File: src/rtl/seq_ctrl_pkg.sv
// seq_ctrl_pkg: shared types and constants for the multi-cycle sequencing
// controller.
//   state_e    - FSM state encoding; this is also the value driven on the
//                controller's `state` port.
//   OP_*       - 7-bit major opcodes that the controller recognises.
//   op_class_e - class of the decoded instruction, latched in DECODE.
//   classify() - maps an opcode to its class.
package seq_ctrl_pkg;

  typedef enum logic [2:0] {
    ST_FETCH  = 3'd0,
    ST_DECODE = 3'd1,
    ST_EXEC   = 3'd2,
    ST_MEM    = 3'd3,
    ST_WB     = 3'd4,
    ST_HALT   = 3'd5
  } state_e;

  localparam logic [6:0] OP_R_ALU  = 7'b0110011;
  localparam logic [6:0] OP_I_ALU  = 7'b0010011;
  localparam logic [6:0] OP_LOAD   = 7'b0000011;
  localparam logic [6:0] OP_STORE  = 7'b0100011;
  localparam logic [6:0] OP_BRANCH = 7'b1100011;
  localparam logic [6:0] OP_SYSTEM = 7'b1110011;  // ebreak

  typedef enum logic [2:0] {
    CLS_ALU,
    CLS_LOAD,
    CLS_STORE,
    CLS_BRANCH,
    CLS_EBREAK,
    CLS_ILLEGAL
  } op_class_e;

  function automatic op_class_e classify(input logic [6:0] op);
    case (op)
      OP_R_ALU, OP_I_ALU: return CLS_ALU;
      OP_LOAD:            return CLS_LOAD;
      OP_STORE:           return CLS_STORE;
      OP_BRANCH:          return CLS_BRANCH;
      OP_SYSTEM:          return CLS_EBREAK;
      default:            return CLS_ILLEGAL;
    endcase
  endfunction

endpackage

File: src/rtl/seq_controller_wait_timer.sv
// wait_timer: counts the cycles a memory request has been waiting for ready.
//   clk           - rising-edge clock
//   reset         - synchronous, active-high reset; clears the count
//   clear         - zero the count (takes priority over count_en)
//   count_en      - advance the count by one this cycle
//   limit_reached - count equals LIMIT
// The count saturates at LIMIT, so it can never wrap back to zero and hide a
// timeout.
module wait_timer #(
  parameter int unsigned LIMIT = 255
) (
  input  logic clk,
  input  logic reset,
  input  logic clear,
  input  logic count_en,
  output logic limit_reached
);

  localparam int unsigned W = (LIMIT < 1) ? 1 : $clog2(LIMIT + 1);
  localparam logic [W-1:0] LIMIT_W = W'(LIMIT);

  logic [W-1:0] count_q, count_d;

  // NOTE: assign every always_comb output a default first, so that no path
  // through the block leaves a value unassigned and infers a latch.
  always_comb begin
    count_d = count_q;
    if (clear) begin
      count_d = '0;
    end else if (count_en && (count_q != LIMIT_W)) begin
      count_d = count_q + W'(1);
    end
  end

  // NOTE: flops are assigned with <= so every register samples the values it
  // had before the clock edge, whatever order the blocks are evaluated in.
  always_ff @(posedge clk) begin
    if (reset) begin
      count_q <= '0;
    end else begin
      count_q <= count_d;
    end
  end

  assign limit_reached = (count_q == LIMIT_W);

endmodule

File: src/rtl/seq_controller.sv
// seq_controller: multi-cycle FETCH/DECODE/EXEC/MEM/WB sequencer.
//   clk, reset                      - clock; synchronous, active-high reset
//   opcode                          - instruction opcode, valid from DECODE on
//   branch_taken                    - branch decision, consumed in EXEC
//   imem_ready / dmem_ready         - memory handshakes (FETCH / MEM only)
//   imem_req, ir_we, pc_we, pc_sel,
//   reg_we, dmem_req, dmem_we       - datapath sequencing strobes
//   state                           - current FSM state (seq_ctrl_pkg::state_e)
//   halted, illegal, bus_error      - sticky status flags, cleared by reset
//   instret                         - retired-instruction counter (wraps)
module seq_controller
  import seq_ctrl_pkg::*;
#(
  parameter int unsigned WAIT_LIMIT = 255
) (
  input  logic        clk,
  input  logic        reset,
  input  logic [6:0]  opcode,
  input  logic        branch_taken,
  input  logic        imem_ready,
  input  logic        dmem_ready,
  output logic        imem_req,
  output logic        ir_we,
  output logic        pc_we,
  output logic        pc_sel,
  output logic        reg_we,
  output logic        dmem_req,
  output logic        dmem_we,
  output logic [2:0]  state,
  output logic        halted,
  output logic        illegal,
  output logic        bus_error,
  output logic [63:0] instret
);

  state_e      state_q, state_d;
  op_class_e   cls_q, cls_d;
  logic [63:0] instret_q, instret_d;
  logic        halted_q, halted_d;
  logic        illegal_q, illegal_d;
  logic        bus_error_q, bus_error_d;
  logic        retire;
  logic        timer_clear, timer_en, timer_limit;

  wait_timer #(.LIMIT(WAIT_LIMIT)) u_wait_timer (
    .clk           (clk),
    .reset         (reset),
    .clear         (timer_clear),
    .count_en      (timer_en),
    .limit_reached (timer_limit)
  );

  always_comb begin
    state_d     = state_q;
    cls_d       = cls_q;
    illegal_d   = illegal_q;
    bus_error_d = bus_error_q;
    retire      = 1'b0;
    timer_en    = 1'b0;
    imem_req    = 1'b0;
    ir_we       = 1'b0;
    pc_we       = 1'b0;
    pc_sel      = 1'b0;
    reg_we      = 1'b0;
    dmem_req    = 1'b0;
    dmem_we     = 1'b0;

    case (state_q)
      ST_FETCH: begin
        imem_req = 1'b1;
        if (imem_ready) begin
          ir_we   = 1'b1;
          state_d = ST_DECODE;
        end else begin
          // Ready arriving in the cycle the limit is reached takes the branch
          // above, so it still wins over the timeout.
          timer_en = 1'b1;
          if (timer_limit) begin
            state_d     = ST_HALT;
            bus_error_d = 1'b1;
          end
        end
      end
      ST_DECODE: begin
        cls_d = classify(opcode);
        case (cls_d)
          CLS_EBREAK:  state_d = ST_HALT;
          CLS_ILLEGAL: begin
            state_d   = ST_HALT;
            illegal_d = 1'b1;
          end
          default:     state_d = ST_EXEC;
        endcase
      end
      ST_EXEC: begin
        case (cls_q)
          CLS_LOAD, CLS_STORE: state_d = ST_MEM;
          CLS_BRANCH: begin
            pc_we   = 1'b1;
            pc_sel  = branch_taken;
            retire  = 1'b1;
            state_d = ST_FETCH;
          end
          default: state_d = ST_WB;
        endcase
      end
      ST_MEM: begin
        dmem_req = 1'b1;
        dmem_we  = (cls_q == CLS_STORE);
        if (dmem_ready) begin
          if (cls_q == CLS_STORE) begin
            pc_we   = 1'b1;
            retire  = 1'b1;
            state_d = ST_FETCH;
          end else begin
            state_d = ST_WB;
          end
        end else begin
          timer_en = 1'b1;
          if (timer_limit) begin
            state_d     = ST_HALT;
            bus_error_d = 1'b1;
          end
        end
      end
      ST_WB: begin
        reg_we  = 1'b1;
        pc_we   = 1'b1;
        retire  = 1'b1;
        state_d = ST_FETCH;
      end
      ST_HALT: ;
      // Unused encodings 6-7 park in HALT.
      default: state_d = ST_HALT;
    endcase

    // Reset abandons the instruction in flight: no strobe may reach the
    // datapath in the cycle it is asserted.
    if (reset) begin
      imem_req = 1'b0;
      ir_we    = 1'b0;
      pc_we    = 1'b0;
      pc_sel   = 1'b0;
      reg_we   = 1'b0;
      dmem_req = 1'b0;
      dmem_we  = 1'b0;
    end

    instret_d   = retire ? instret_q + 64'd1 : instret_q;
    halted_d    = halted_q | (state_d == ST_HALT);
    // Each new memory request starts its wait count from zero.
    timer_clear = (state_d != state_q) &&
                  ((state_d == ST_FETCH) || (state_d == ST_MEM));
  end

  always_ff @(posedge clk) begin
    if (reset) begin
      state_q     <= ST_FETCH;
      cls_q       <= CLS_ALU;
      instret_q   <= '0;
      halted_q    <= 1'b0;
      illegal_q   <= 1'b0;
      bus_error_q <= 1'b0;
    end else begin
      state_q     <= state_d;
      cls_q       <= cls_d;
      instret_q   <= instret_d;
      halted_q    <= halted_d;
      illegal_q   <= illegal_d;
      bus_error_q <= bus_error_d;
    end
  end

  assign state     = state_q;
  assign halted    = halted_q;
  assign illegal   = illegal_q;
  assign bus_error = bus_error_q;
  assign instret   = instret_q;

endmodule

File: config.mk
export PLATFORM = sky130hd
export DESIGN_NAME = seq_controller
export DESIGN_NICKNAME = d
export VERILOG_FILES = /design/src/rtl/seq_ctrl_pkg.sv /design/src/rtl/seq_controller_wait_timer.sv /design/src/rtl/seq_controller.sv
export SDC_FILE = /design/constraint.sdc
export NUM_CORES = 1
export LEC_CHECK = 0
export CORE_MARGIN = 3
export CORE_UTILIZATION = 34
export DETAILED_ROUTE_END_ITERATION = 8
export GPL_TIMING_DRIVEN = 0
export SLEW_MARGIN = 20
export SYNTH_ARGS = -nofsm -noshare
export SYNTH_HDL_FRONTEND = slang
export SYNTH_SLANG_ARGS = --single-unit
File: constraint.sdc
create_clock -name clk -period 3.5 [get_ports clk]
set_input_delay 0.35 -clock clk [delete_from_list [all_inputs] [get_ports clk]]
set_output_delay 0.35 -clock clk [all_outputs]
set_load 0.01 [all_outputs]
==> Word-level counts from Yosys, hierarchy flattened <==
Index checks and enable logic that the tools add are counted.
{ "totals": {"register_bits": 81, "out_inout_bits": 77, "elab_cells": 80} }
{ "classes": {"add_sub_neg": 2, "eq_ne": 23, "n_mux": 35, "bitwise": 1, "reduce_logical": 12} }
{ "ops": {"columns": ["cell", "n"], "rows": [
  ["$add A64 B1 Y64 const B", 1],
  ["$mux W1", 23],
  ["$mux W3", 6],
  ["$pmux W3 S6", 1],
  ["$eq A3 B2 Y1 const B", 5],
  ["$eq A3 B3 Y1 const B", 5],
  ["$pmux W3 S5", 1],
  ["$eq A7 B6 Y1 const B", 2],
  ["$eq A7 B7 Y1 const B", 2],
  ["$add A8 B1 Y8 const B", 1],
  ["$eq A8 B8 Y1 const B", 1],
  ["$ne A8 B8 Y1 const B", 1],
  ["$reduce_or A2 Y1", 4],
  ["$eq A7 B2 Y1 const B", 1],
  ["$eq A7 B5 Y1 const B", 1],
  ["$eq A3 B1 Y1 const B", 2],
  ["$logic_not A3 Y1", 2],
  ["$pmux W3 S2", 1],
  ["$ne A2 B2 Y1 const B", 2],
  ["$pmux W1 S2", 2],
  ["$ne A3 B3 Y1", 1],
  ["$pmux W1 S3", 1],
  ["$reduce_and A3 Y1", 1],
  ["$logic_and A1 B1 Y1", 2],
  ["4 further kinds", 4]
]} }

==> Longest topological paths before layout <==
{ "logic_depth": {"ltp_word": 12, "mapped_depth": 8, "mapped_depth_nobuf": 6} }

==> Cells and area by module <==
Synthesis repeated with hierarchy kept, for this count alone.
{ "unflattened": {"hier_cells": 523, "hier_area_um2": 4369.2} }
{ "modules_own_cells": {"columns": ["module", "instances", "cells_per_inst", "area_per_inst_um2"], "rows": [
  ["seq_controller", 1, 478, 3943.8],
  ["wait_timer", 1, 45, 425.4]
]} }

==> Least setup slack after synthesis <==
OpenSTA, ideal clock, no wires.
{ "synth_timing": {"path_type": "register to register", "from": "register instret_q[0] (netlist: instret[0])", "to": "register instret_q[48] (netlist: instret[48])", "t_arrival_ps": 1996, "required_ps": 3430, "path_slack_ps": 1433, "path_stages_with_launch": 7, "n_path_buf": 0, "path_cell_list": "dfxtp_1 -> ha_1 -> nand3_1 -> a211o_1 -> a211o_1 -> or4_1 -> a21oi_1"} }
{ "synth_between": {"elab_chain_len": 1} }
{ "synth_rtl": {"columns": ["item", "line_no", "text"], "rows": [
  ["start: declaration", "seq_controller.sv:38", "logic [63:0] instret_q, instret_d;"],
  ["start signal: assignment", "seq_controller.sv:167", "instret_q <= instret_d;"],
  ["$add A64 B1 Y64", "seq_controller.sv:149", "instret_d = retire ? instret_q + 64'd1 : instret_q;"]
]} }
Every way passes these cells.
A chain may end at the register's enable or synchronous reset.

==> Worst setup path after layout <==
{ "layout_timing": {"from": "input port dmem_ready", "to": "output port pc_we"} }
{ "layout_between": {"elab_chain_len": 3} }
{ "layout_rtl": {"columns": ["item", "line_no", "text"], "rows": [
  ["start: declaration", "seq_controller.sv:21", "input logic dmem_ready,"],
  ["$mux W1", "seq_controller.sv:110", "if (dmem_ready) begin"],
  ["$pmux W1 S3", "seq_controller.sv:68", "case (state_q)"],
  ["$mux W1", "seq_controller.sv:139", "if (reset) begin"],
  ["end: declaration", "seq_controller.sv:24", "output logic pc_we,"]
]} }
Every way passes these cells.

==> results.json <==
{
  "io_pins": 89,
  "via_count": 4244,
  "cts_root_buf": "clkbuf_16",
  "cp_top_family": "buffers and inverters",
  "hold_viol": 0,
  "switching_share_pct": 24.2,
  "drive_above_1_share_pct": 4.48,
  "htree_levels": 3,
  "worst-slew-pin-transition_ps": 973,
  "seq_area_frac_synth_pct": 38.8,
  "p_seq_share_pct": 47.6,
  "critPathLaunchType": "input pin",
  "crit_path_max_incr_delay_ps": 560,
  "syn-instance-count": 500,
  "worst-endpoint-arrival_ps": 2630,
  "mostFrequentLayoutCells": "clkdlybuf4s50_1, dfxtp_1, nor2_1",
  "cts.repair.resized": 0,
  "placed_cells": 730,
  "synth_ff_type": "dfxtp_1",
  "min_period_ps": 2980,
  "drt_pass1_iterations": 4,
  "cts_tree": "yes",
  "yosysWarnings": 0,
  "fp.coreArea_mm2": 0.0117,
  "max_freq_mhz": 336,
  "fill_cells": 1201,
  "final_area_mm2": 0.00550,
  "hold_depth": 2,
  "endpoint_kind": "output port",
  "finalSetupViolations": 0,
  "fin_skew_ps": 8.68,
  "worstPathCellList": "clkdlybuf4s50_1 -> nand3b_1 -> a21oi_2 -> clkbuf_1 -> nor2_1 -> nor2_1 -> clkdlybuf4s50_1",
  "fp.dieH_um": 117,
  "die_w_um": 117,
  "nNetsFinal": 612,
  "setup_tns_ps": 0,
  "port_buffers": 87,
  "r2r-start": "instret[25]",
  "initial_core_util_pct": 35.7,
  "synth_area_leaders": "dfxtp_1, a21oi_1, xor2_1, nor2_1, or3_1",
  "worstSetupPathType": "in -> out",
  "grt_max_degree": 13,
  "insertion_delay_ps": 350,
  "internal_power_mw": 1.53,
  "drtIter0Drc": 340,
  "reg2reg_depth": 6,
  "num_antenna_cells": 0,
  "grt.total_usage_pct": 18.3,
  "gp_congestion": 0.835,
  "synth.largest_area_cell": "dfxtp_1",
  "rsz0062_at_grt": "no",
  "area_delta_synth_final_pct": 31.5,
  "routedWlPerCell_um": 16.5,
  "final_cells": 746,
  "syn_area_mm2": 0.00418,
  "power_density_mw_per_mm2": 366,
  "async_flop_share_pct": 0,
  "final-max-slew-violation-count": 0,
  "grt_pass1_vias": 3976,
  "p_leak_nw": 1.67,
  "syn_nets": 514,
  "clockBufferDepth": 2,
  "slew_headroom_pct": 34.7,
  "die_area_mm2": 0.0137,
  "grt_pass1_wl_mm": 19.8,
  "ys_ff_latch": 81,
  "holdBufCountCts": 0,
  "worst-r2r-setup-slack_ps": 920,
  "crit_required_ps": 3150,
  "multi_input_area_mm2": 0.00243,
  "drt_wl_total_mm": 12.3,
  "post-route-drc-count": 0,
  "placed_cell_area_mm2": 0.00523,
  "hold_path_end": "halted",
  "cts_sinks": 81,
  "final_common_cell": "clkdlybuf4s50_1",
  "cts.clk_slew.worst_paths_ps": 60,
  "switchingPower_uw": 486,
  "critPathMaxFanout": 10,
  "clockPowerShare_pct": 43.5,
  "status": "completed",
  "critPathBufInv": 3,
  "combPwrFrac_pct": 8.9,
  "hpwlAfterDp_mm": 8.93,
  "holdCritPathClass": "reg -> reg",
  "hold_slack_ps": 464,
  "max_cap_viol_count": 0,
  "ys_types": 53,
  "cpMaxStageDelayCell": "clkdlybuf4s50_1",
  "rows": 39,
  "avgSynthCellArea_um2": 8.36,
  "hp-start": "halted",
  "antenna_found_initial": 0,
  "antenna_left": 0,
  "cp_num_cells": 7,
  "r2r-end": "instret[51]",
  "regArea_mm2": 0.00162,
  "vias_per_cell": 5.69,
  "post-cts-setup-buffers": 0,
  "synth_top_area_share_pct": 38.8,
  "period_share_pct": 85.1,
  "synth-edff-count": 0,
  "ir_drop_v": 0.000203,
  "cts_made_buffers": 9,
  "gr-total-overflow": 0
}
==> cell usage after synthesis, types with 2 or more instances <==
| cell | count |
|---|---|
| o2111ai_1 | 12 |
| nand3b_1 | 5 |
| nand4_1 | 19 |
| or3_1 | 26 |
| and4_1 | 6 |
| nor2_1 | 51 |
| a211oi_1 | 4 |
| buf_2 | 2 |
| nand4b_1 | 2 |
| clkbuf_1 | 22 |
| nand3_1 | 18 |
| or4_1 | 19 |
| nor3b_1 | 4 |
| o211ai_1 | 5 |
| a21oi_1 | 49 |
| nor3_1 | 4 |
| mux2i_1 | 2 |
| and3_1 | 8 |
| o21ai_0 | 29 |
| xnor2_1 | 5 |
| nand4_2 | 3 |
| nand2_1 | 28 |
| dfxtp_1 | 81 |
| ha_1 | 2 |
| xor2_1 | 23 |
| o31ai_1 | 20 |
| nor4_1 | 7 |
| nand2b_1 | 3 |
| and2_1 | 7 |
| inv_1 | 9 |
| a211o_1 | 2 |
| o21bai_1 | 2 |
==> worst register-to-register path, delay by kind of cell, from the launching register on <==
kind            cells  cell delay [ps]
compound gates      1              150
buf+inv             1              310
flops               1              410
simple gates        4             1640
==> worst max path at each step <==
stage	startpoint	to	slack [ps]
after detailed placement	dmem_ready	pc_we	520
final	dmem_ready	pc_we	520
after global routing	state[2]	pc_we	330
after floorplan	instret[0]	instret[48]	1430
after CTS	dmem_ready	pc_we	520
after global placement	dmem_ready	pc_we	520
==> power groups by stage <==
stage | Sequential, mW | Combinational (mW) | Clock [mW]
global route | 0.961 | 0.199 | 0.925
CTS | 0.958 | 0.180 | 0.894
global placement | 0.978 | 0.177 | 0
detailed placement | 0.978 | 0.179 | 0
floorplan | 0.979 | 0.106 | 0
finish | 0.958 | 0.179 | 0.875
==> logic make-up (layout without fill, tap and decap cells) <==
group                      Yosys count  in the layout  synth area share, %
and+or+nand+nor                    220            220                 30.9
AOI/OAI and AO/OA                  134            134                 20.4
DFF                                 81             81                 38.8
buffers and inverters               33            136                 3.02
xor gates and xnor gates            28             28                 5.86
adders and majority gates            2              2                0.598
muxes                                2              2                0.479
==> metrics by stage <==
step	util (%)	total power, mW	setup slack [ps]
floorplan	-	1.08	1430
global placement	44.7	1.15	522
detailed placement	44.7	1.16	517
CTS	47.0	2.03	518
global route	47.0	2.08	334
finish	47.0	2.01	523
==> layer usage <==
| layer | GRT usage [%] | vias up | wire length [um] |
|---|---|---|---|
| li1 | - | 2092 | - |
| met1 | 23.9 | 2028 | 5830 |
| met2 | 29.5 | 107 | 5560 |
| met3 | 4.01 | 17 | 662 |
| met4 | 7.11 | 0 | 226 |
| met5 | 0 | - | 0 |
==> area by class of cell <==
class                   count  area share (%)
plain buffers              24            1.68
multi-input cells         386            44.3
well taps                 143            3.25
clock inverters             2           0.250
clock buffers              14            4.62
repair buffers             87            15.8
flip-flops and latches     81            29.5
inverters                   9           0.614
==> flip-flops by register name, indices dropped and copies added, names as in the netlist <==
name                  cells
state                     3
u_wait_timer.count_q      8
bus_error                 1
instret                  64
illegal                   1
halted                    1
cls_q                     3
No activity file was read; power rests on OpenSTA's default activity.
